--- src/rtl/text_pkg.sv ---
// Shared constants and state types for the text page streamer.
package text_pkg;
  localparam int ROM_AW = 5;
  localparam int CHAR_W = 7;
  localparam logic [CHAR_W-1:0] ASCII_SP = 7'h20;
  localparam logic [7:0] ASCII_CR = 8'h0D;
  localparam logic [7:0] ASCII_LF = 8'h0A;

  typedef enum logic [2:0] {IDLE, SCAN, EMIT, CR, LF, DONE} state_t;
  typedef enum logic [1:0] {PH_ADDR, PH_LOAD, PH_WAIT} phase_t;
endpackage

--- src/rtl/text_page_streamer_if.sv ---
// Byte link from the page streamer to the serial transmitter.
interface text_page_streamer_if;
  logic [7:0] tx_data;
  logic       tx_valid;
  logic       tx_ready;

  modport master (output tx_data, output tx_valid, input tx_ready);
  modport slave  (input tx_data, input tx_valid, output tx_ready);
endinterface

--- src/rtl/text_page_streamer_tx_byte_holder.sv ---
// Single-entry valid/ready output register; a load may replace a byte in its handshake cycle.
module text_page_streamer_tx_byte_holder (
  input  logic       clk,
  input  logic       rst_n,
  input  logic       load,
  input  logic [7:0] load_data,
  input  logic       flush,
  input  logic       ready,
  output logic [7:0] data,
  output logic       valid
);
  always_ff @(posedge clk or negedge rst_n) begin
    if (!rst_n) begin
      data  <= '0;
      valid <= 1'b0;
    end else if (flush) begin
      data  <= '0;
      valid <= 1'b0;
    end else if (load) begin
      data  <= load_data;
      valid <= 1'b1;
    end else if (valid && ready) begin
      valid <= 1'b0;
    end
  end
endmodule

--- src/rtl/text_page_streamer.sv ---
// Walks the text ROM row by row and streams each (optionally trimmed) row plus CR LF.
// States: IDLE wait start | SCAN find last non-space | EMIT send chars | CR | LF | DONE pulse
module text_page_streamer
  import text_pkg::*;
#(
  parameter int ROWS = 32,
  parameter int COLS = 32,
  parameter int TRIM = 1
) (
  input  logic                  clk,
  input  logic                  rst_n,
  input  logic                  start,
  input  logic                  abort,
  output logic [ROM_AW-1:0]     rom_row,
  output logic [ROM_AW-1:0]     rom_col,
  input  logic [CHAR_W-1:0]     rom_digit,
  text_page_streamer_if.master  tx,
  output logic                  busy,
  output logic                  done
);
  localparam logic [ROM_AW-1:0] ROW_LAST = ROM_AW'(ROWS - 1);
  localparam logic [ROM_AW-1:0] COL_LAST = ROM_AW'(COLS - 1);

  state_t            state_q, state_d;
  phase_t            phase_q, phase_d;
  logic [ROM_AW-1:0] row_q, row_d, col_q, col_d, last_q, last_d;
  logic              load, flush, hs, valid_w;
  logic [7:0]        load_data, data_w;

  always_ff @(posedge clk or negedge rst_n) begin
    if (!rst_n) begin
      state_q <= IDLE;
      phase_q <= PH_ADDR;
      row_q   <= '0;
      col_q   <= '0;
      last_q  <= '0;
    end else begin
      state_q <= state_d;
      phase_q <= phase_d;
      row_q   <= row_d;
      col_q   <= col_d;
      last_q  <= last_d;
    end
  end

  always_comb begin
    state_d   = state_q;
    phase_d   = phase_q;
    row_d     = row_q;
    col_d     = col_q;
    last_d    = last_q;
    load      = 1'b0;
    load_data = '0;
    flush     = 1'b0;
    hs        = valid_w && tx.tx_ready;
    if (abort) begin
      state_d = IDLE;
      phase_d = PH_ADDR;
      row_d   = '0;
      col_d   = '0;
      last_d  = '0;
      flush   = 1'b1;
    end else begin
      unique case (state_q)
        IDLE: if (start) begin
          row_d   = '0;
          phase_d = PH_ADDR;
          if (TRIM != 0) begin
            state_d = SCAN;
            col_d   = COL_LAST;
          end else begin
            state_d = EMIT;
            col_d   = '0;
            last_d  = COL_LAST;
          end
        end
        SCAN: begin
          // Address cycle first, then compare the digit returned for it.
          if (phase_q == PH_ADDR) begin
            phase_d = PH_LOAD;
          end else if (rom_digit != ASCII_SP) begin
            state_d = EMIT;
            last_d  = col_q;
            col_d   = '0;
            phase_d = PH_ADDR;
          end else if (col_q == '0) begin
            state_d   = CR;
            load      = 1'b1;
            load_data = ASCII_CR;
          end else begin
            col_d   = col_q - 1'b1;
            phase_d = PH_ADDR;
          end
        end
        EMIT: begin
          unique case (phase_q)
            PH_ADDR: phase_d = PH_LOAD;
            PH_LOAD: begin
              load      = 1'b1;
              load_data = {1'b0, rom_digit};
              phase_d   = PH_WAIT;
            end
            default: if (hs) begin
              phase_d = PH_ADDR;
              if (col_q == last_q) begin
                state_d   = CR;
                load      = 1'b1;
                load_data = ASCII_CR;
              end else begin
                col_d = col_q + 1'b1;
              end
            end
          endcase
        end
        CR: if (hs) begin
          state_d   = LF;
          load      = 1'b1;
          load_data = ASCII_LF;
        end
        LF: if (hs) begin
          phase_d = PH_ADDR;
          if (row_q == ROW_LAST) begin
            state_d = DONE;
          end else begin
            row_d = row_q + 1'b1;
            if (TRIM != 0) begin
              state_d = SCAN;
              col_d   = COL_LAST;
            end else begin
              state_d = EMIT;
              col_d   = '0;
              last_d  = COL_LAST;
            end
          end
        end
        DONE: begin
          state_d = IDLE;
          row_d   = '0;
          col_d   = '0;
        end
        default: state_d = IDLE;
      endcase
    end
  end

  text_page_streamer_tx_byte_holder u_holder (
    .clk       (clk),
    .rst_n     (rst_n),
    .load      (load),
    .load_data (load_data),
    .flush     (flush),
    .ready     (tx.tx_ready),
    .data      (data_w),
    .valid     (valid_w)
  );

  assign tx.tx_data  = data_w;
  assign tx.tx_valid = valid_w;
  assign rom_row     = row_q;
  assign rom_col     = col_q;
  assign busy        = (state_q != IDLE) && (state_q != DONE);
  assign done        = (state_q == DONE);
endmodule
--- src/flat_wrapper.sv ---
// flat-port wrapper written by rule: the top's interface ports become plain ports
module text_page_streamer_flat import text_pkg::*;
#(
  parameter int ROWS = 32,
  parameter int COLS = 32,
  parameter int TRIM = 1
)
  (clk, rst_n, start, abort, rom_row, rom_col, rom_digit, busy, done, tx_tx_data, tx_tx_valid, tx_tx_ready);
  text_page_streamer_if tx_i ();
  input  logic clk;
  input  logic rst_n;
  input  logic start;
  input  logic abort;
  output logic [ROM_AW-1:0] rom_row;
  output logic [ROM_AW-1:0] rom_col;
  input  logic [CHAR_W-1:0] rom_digit;
  output logic busy;
  output logic done;
  output wire logic [$bits(tx_i.tx_data)-1:0] tx_tx_data;
  output wire logic [$bits(tx_i.tx_valid)-1:0] tx_tx_valid;
  input wire logic [$bits(tx_i.tx_ready)-1:0] tx_tx_ready;
  assign tx_tx_data = tx_i.tx_data;
  assign tx_tx_valid = tx_i.tx_valid;
  assign tx_i.tx_ready = tx_tx_ready;
  text_page_streamer #(.ROWS(ROWS), .COLS(COLS), .TRIM(TRIM)) u_core (.clk(clk), .rst_n(rst_n), .start(start), .abort(abort), .rom_row(rom_row), .rom_col(rom_col), .rom_digit(rom_digit), .tx(tx_i), .busy(busy), .done(done));
endmodule
--- config.mk ---
export PLATFORM = sky130hd
export DESIGN_NAME = text_page_streamer_flat
export DESIGN_NICKNAME = d
export VERILOG_FILES = /design/src/rtl/text_pkg.sv /design/src/rtl/text_page_streamer_if.sv /design/src/rtl/text_page_streamer_tx_byte_holder.sv /design/src/rtl/text_page_streamer.sv /design/src/flat_wrapper.sv
export SDC_FILE = /design/constraint.sdc
export NUM_CORES = 1
export LEC_CHECK = 0
export ABC_AREA = 1
export BUFFER_PORTS_ARGS = -buffer_cell sky130_fd_sc_hd__buf_2
export CAP_MARGIN = 20
export CELL_PAD_IN_SITES_DETAIL_PLACEMENT = 0
export CELL_PAD_IN_SITES_GLOBAL_PLACEMENT = 1
export CORE_MARGIN = 8
export CORE_UTILIZATION = 28
export DETAILED_ROUTE_END_ITERATION = 10
export PLACE_DENSITY_LB_ADDON = 0.1
export SLEW_MARGIN = 30
export SYNTH_ARGS = -nofsm -noshare
export SYNTH_HDL_FRONTEND = slang
export SYNTH_SLANG_ARGS = --single-unit
--- constraint.sdc ---
create_clock -name clk -period 2.05 [get_ports clk]
set_input_delay 0.1025 -clock clk [delete_from_list [all_inputs] [get_ports clk]]
set_output_delay 0.1025 -clock clk [all_outputs]
set_load 0.02 [all_outputs]
* After elaboration in Yosys (flattened, before gate mapping)
Index checks and enable logic that the tools add are counted.
** Cells by class
- Add/sub/neg operators :: 3
- Equality and inequality tests :: 23
- Multiplexer cells :: 64
- Reduce and logical (&&, ||, !) cells :: 19
** Operators by type and width (count)
- $mux W5 :: 18
- $mux W8 :: 6
- $mux W3 :: 11
- $pmux W5 S5 :: 1
- $pmux W8 S3 :: 1
- $ne A3 B3 Y1 const B :: 6
- $pmux W8 S2 :: 1
- $pmux W3 S5 :: 1
- $pmux W5 S3 :: 1
- $mux W2 :: 6
- $mux W4 :: 3
- $ne A3 B2 Y1 const B :: 4
- $mux W1 :: 11
- $add A5 B1 Y5 const B :: 2
- $reduce_and A9 Y1 :: 1
- $pmux W2 S4 :: 1
- $reduce_and A8 Y1 :: 1
- $ne A7 B6 Y1 const B :: 1
- $eq A3 B2 Y1 const B :: 2
- $eq A3 B3 Y1 const B :: 2
- $reduce_and A3 Y1 :: 2
- $reduce_bool A2 Y1 :: 3
- $reduce_bool A3 Y1 :: 2
- $reduce_bool A6 Y1 :: 1
- 20 further kinds :: 21
** Word-level totals
- Bits in registers :: 29
- Output and inout bits :: 21

* Depth between registers and ports, before layout
- Depth in word-level cells :: 8
- Depth in mapped cells :: 11
- Mapped depth without buffers :: 11

* Modules after synthesis
Synthesis repeated with hierarchy kept, for this count alone.
** Second synthesis, totals
- Cells, all modules :: 312
- Area, all modules :: 2087.0 sq um
** Modules (own cells, without submodules)
- text_page_streamer :: times used 1, cells an instance 272, area each 1724.2 sq um, sequential area each 500.5 sq um
- text_page_streamer_tx_byte_holder :: times used 1, cells an instance 40, area each 362.8 sq um, sequential area each 225.2 sq um

* Least setup slack after synthesis
OpenSTA, ideal clock, no wires.
- Path type :: register -> register
- Start :: register u_core.col_q[0], in the netlist u_core.rom_col[0]
- End :: register u_core.col_q[0], in the netlist u_core.rom_col[0]
- Arrival :: 1583 ps
- Required time :: 1932 ps
- Slack :: 349 ps
- Cell stages (with the launch flop) :: 11
- Path buffers :: 0
- Clock period less this slack :: 1701 ps
- Cells stage by stage :: dfrtp_1 inv_1 ha_1 nand3_1 nor2_1 nand3_1 nand3_1 nor2_4 nand2_2 nand2_1 nand2_1
** On the way
- Cells in the longest elaborated chain, start to end :: 6
- Elaborated cells between the ends (all ways) :: 15
- Classes of those cells :: 2 x add/sub; 3 x eq/ne; 8 x mux; 2 x reduce/logical
** Ends and longest elaborated chain
- from (decl) :: line text_page_streamer.sv:26 : logic [ROM_AW-1:0] row_q, row_d, col_q, col_d, last_q, last_d;
- from (signal assigned) :: line text_page_streamer.sv:41 : col_q <= col_d;
- $add A5 B1 Y5 / $sub A5 B1 Y5 (equally long branches) :: line text_page_streamer.sv:110, text_page_streamer.sv:91
- $mux W5 (on tied branches) :: line text_page_streamer.sv:105, text_page_streamer.sv:86
- $mux W5 (on tied branches) :: line text_page_streamer.sv:103, text_page_streamer.sv:81
- $mux W5 (on tied branches) :: line text_page_streamer.sv:96, text_page_streamer.sv:79
- $pmux W5 S5 :: line text_page_streamer.sv:64 : unique case (state_q)
- $mux W5 :: line text_page_streamer.sv:56 : if (abort) begin
Parallel ways exist; a longest one is shown, timed or not. The select of a mux whose other input is x is not followed.
A chain may end at the register's enable or synchronous reset.

* Worst setup path after layout
- Start :: register u_core.row_q[0], in the netlist u_core.rom_row[0]
- End :: register u_core.col_q[3], in the netlist u_core.rom_col[3]
** On the way
- Cells in the longest elaborated chain, start to end :: 3
** Ends and longest elaborated chain
- from (decl) :: line text_page_streamer.sv:26
- from (signal assigned) :: line text_page_streamer.sv:40 : row_q <= row_d;
- $eq A5 B5 Y1 :: line text_page_streamer.sv:122 : if (row_q == ROW_LAST) begin
- $ne A3 B3 Y1 (no line)
- $reduce_and A9 Y1 (no line)
No other way between the ends.

==> reports/metrics.yaml <==
timing:
  fin_crit_ps: 1760
  slew_headroom_pct: 52.9
  worst_pin_slew_ps: 706
  max_freq_ghz: 0.570
  rsz0062_at_grt: "false"
  final-setup-viol-count: 0
  worst_clock_skew_ps: 5.01
  maxSlewViolCount: 0
  totalNegativeSetupSlack_ps: 0
  post-route-period-util_pct: 85.6
  hold_viol: 0
status:
  outcome: "finished, final reports clean"
pwr:
  p_switching_mw: 1.27
  combinationalPowerShare_pct: 52.7
  p_per_area_nw_per_um2: 1160
  internal_power_mw: 1.37
  p_leak_nw: 1.19
  power.total_mw: 2.64
  ir_drop_mv: 0.441
  switching_share_pct: 48.1
  seqPwrFrac_pct: 30.1
  pwr-share-clk_pct: 17.2
synth:
  ys.flop_type: "dfrtp_1"
  synth_area_leaders: "dfrtp_1, nand2_1, nand3_1"
  syn-cell-area_sq_um: 1950
  synth_seq_cells: 28
  ys_warn_count: 0
  synth-edff-count: 0
  synth_top_cell_by_area: "dfrtp_1"
  synth_cells: 279
  avgSynthCellArea_sq_um: 6.99
  synthDistinctLibCells: 32
  yosysMostFrequentCell: "nand2_1"
  syn-num-nets: 295
  yosysTopAreaCellShare_pct: 35.9
  async_reset_ff_share_pct: 100
  synthTopCellsByCount: "nand2_1, dfrtp_1, inv_1, nor2_1, nand3_1"
  yosysSeqAreaShare_pct: 35.9
floorplanning:
  die_w_microns: 99.5
  initial_core_util_pct: 28.9
  core_area_sq_um: 6760
  ios: 33
  die_h_microns: 99.5
  dieArea_sq_um: 9890
  rows: 30
drt:
  highest_layer: "met4"
  wirelength_microns: 5620
  wl_met3_microns: 137
  wl_per_cell_microns: 14.3
  dr_wl_met2_microns: 2500
  wl_met1_microns: 2950
  ant_nets: 0
  drt-initial-drc-count: 82
  vias: 1888
  first_pass_iters: 4
  detail_route.vias_per_cell: 4.80
  drc: 0
global_routing:
  grt_pass1_vias: 1870
  grt_use_total_pct: 11.9
  grt_max_degree: 29
  gr-total-overflow: 0
  antenna_found_initial: 0
  grt_pass1_wl_microns: 9550
layout:
  ff_latch_area_sq_um: 701
  multi_input_area_sq_um: 1100
  fill_cells: 754
  finalNonFillerCells: 393
  fin_util_pct: 33.8
  drive_above_1_share_pct: 21.1
  area_growth_syn_to_layout_pct: 17.1
  diodes: 0
  design_area_sq_um: 2280
  nets: 330
place:
  portBuffers: 31
  dp.cells: 388
  hpwl_microns: 4340
  placedInstanceArea_sq_um: 2200
  gp_congestion: 0.815
cts:
  h-tree-depth: 1
  cts_root_buffer: "clkbuf_8"
  post_cts_buffers: 0
  worstSkewPairLatency_ps: 280
  cts_buffers: 3
  cts_tree: "built"
  clockBufferDepth: 2
  clk_pin_slew_ps: 110
  clock-sinks: 28
critical_path:
  cp_max_fo: 6
  cp.arrival_ps: 1940
  slowest_delay_ps: 430
  worstSetupPathType: "flip-flop to flip-flop"
  worstPathCellList: "ha_1 -> inv_1 -> nor3_1 -> ha_1 -> nand2_1 -> nand3_1 -> nor2_4 -> nand2_2 -> nand2_1 -> nand2_1"
  cp-start-kind: "flip-flop"
  end_kind: "flip-flop"
  cp_common_cell: "nand2_1"
  crit_slowest_cell: "dfrtp_1"
  crit_required_ps: 2240
job:
  max_cap_viol_count: 0
min_path:
  hp-class: "input port to flip-flop"
-- stage by stage --
stage | hold WS (ps) | worst slack [ps]
after global routing | 37.3 | 69.7
final | 33.9 | 295
after global placement | 199 | 263
after detailed placement | 208 | 220
after CTS | 18.6 | 206
after floorplan | -193 | 349
-- cell families (layout without fill, tap and decap cells) --
group / after synthesis / count (layout) / share of synthesized area (%)
adders and majority gates: 4 / 4 / 2.57
xor gates and xnor gates: 5 / 5 / 2.24
DFF: 28 / 28 / 35.9
other: 1 / 1 / 0.192
buffers and inverters: 39 / 73 / 8.02
and+or+nand+nor: 170 / 170 / 41.8
AOI/OAI and AO/OA: 32 / 32 / 9.30
-- metal layers --
metal	vias up	GRT usage (%)
li1	977	-
met4	0	2.79
met1	883	16.2
met2	24	19.2
met3	4	1.68
met5	-	0
-- what timing repair did --
action                                  CTS  global route
endpoints found under the setup margin    0            12
hold endpoints to repair                 28             0
resized for setup                         0             2
hold buffers                              1             0
-- critical path: cells and delay by family (launching register included) --
kind,cells,cell delay (ps)
adders and majority gates,2,400
buffers and inverters,1,90
DFF,1,430
and+or+nand+nor,7,740
-- state kept, by name (all words and copies together) (netlist names) --
name                   cells
u_core.last_q              5
u_core.u_holder.data       7
u_core.state_q             3
u_core.rom_col             5
u_core.u_holder.valid      1
u_core.rom_row             5
u_core.phase_q             2
-- power groups by stage --
stage	registers, mW	clock network, mW	logic (mW)
after global routing	0.819	0.499	1.60
after global placement	0.805	0	1.42
final	0.796	0.455	1.39
after floorplan	0.849	0	0.952
after CTS	0.794	0.483	1.41
after detailed placement	0.805	0	1.40
-- cells in the final DEF, fill, tap and decap left out, drive strengths merged --
cell type    synthesis  layout
nand2               91      91
buf                  5      34
inv                 34      34
nor2                31      31
dfrtp               28      28
nand3               26      26
o21ai               18      18
nand4               11      11
nor3                 9       9
a21oi                8       8
xor2                 4       4
ha                   4       4
clkbuf               0       3
nand3b               2       2
o211ai               2       2
xnor2                1       1
a211oi               1       1
o311ai               1       1
a22oi                1       1
o31ai                1       1
conb                 1       1
bufinv               0       1
dlygate4sd3          0       1
-- final timing paths --
| kind | start | endpoint | slack, ps | depth (start not counted) |
|---|---|---|---|---|
| max | u_core.rom_row[0]$_DFFE_PN0P_ | u_core.rom_col[3]$_DFFE_PN0P_ | 290 | 10 |
| min | rom_digit[6] | u_core.u_holder.data[6]$_DFFE_PN0P_ | 30 | 3 |
| max reg2reg | u_core.rom_row[0]$_DFFE_PN0P_ | u_core.rom_col[3]$_DFFE_PN0P_ | 290 | 10 |
| min reg2reg | u_core.last_q[1]$_DFFE_PN0P_ | u_core.last_q[1]$_DFFE_PN0P_ | 500 | 2 |
| max in group asynchronous | rst_n | u_core.u_holder.data[2]$_DFFE_PN0P_ | 1200 | 2 |
| min in group asynchronous | rst_n | u_core.last_q[3]$_DFFE_PN0P_ | 380 | 2 |
-- area by class of cell --
cell class,count,share of cell area [%]
repair buffers,35,8.22
clock buffers,3,1.81
well taps,80,4.38
flip-flops and latches,28,30.7
inverters,34,5.59
clock inverters,1,1.32
multi-input cells,212,48.0
No activity file was read; power rests on OpenSTA's default activity.
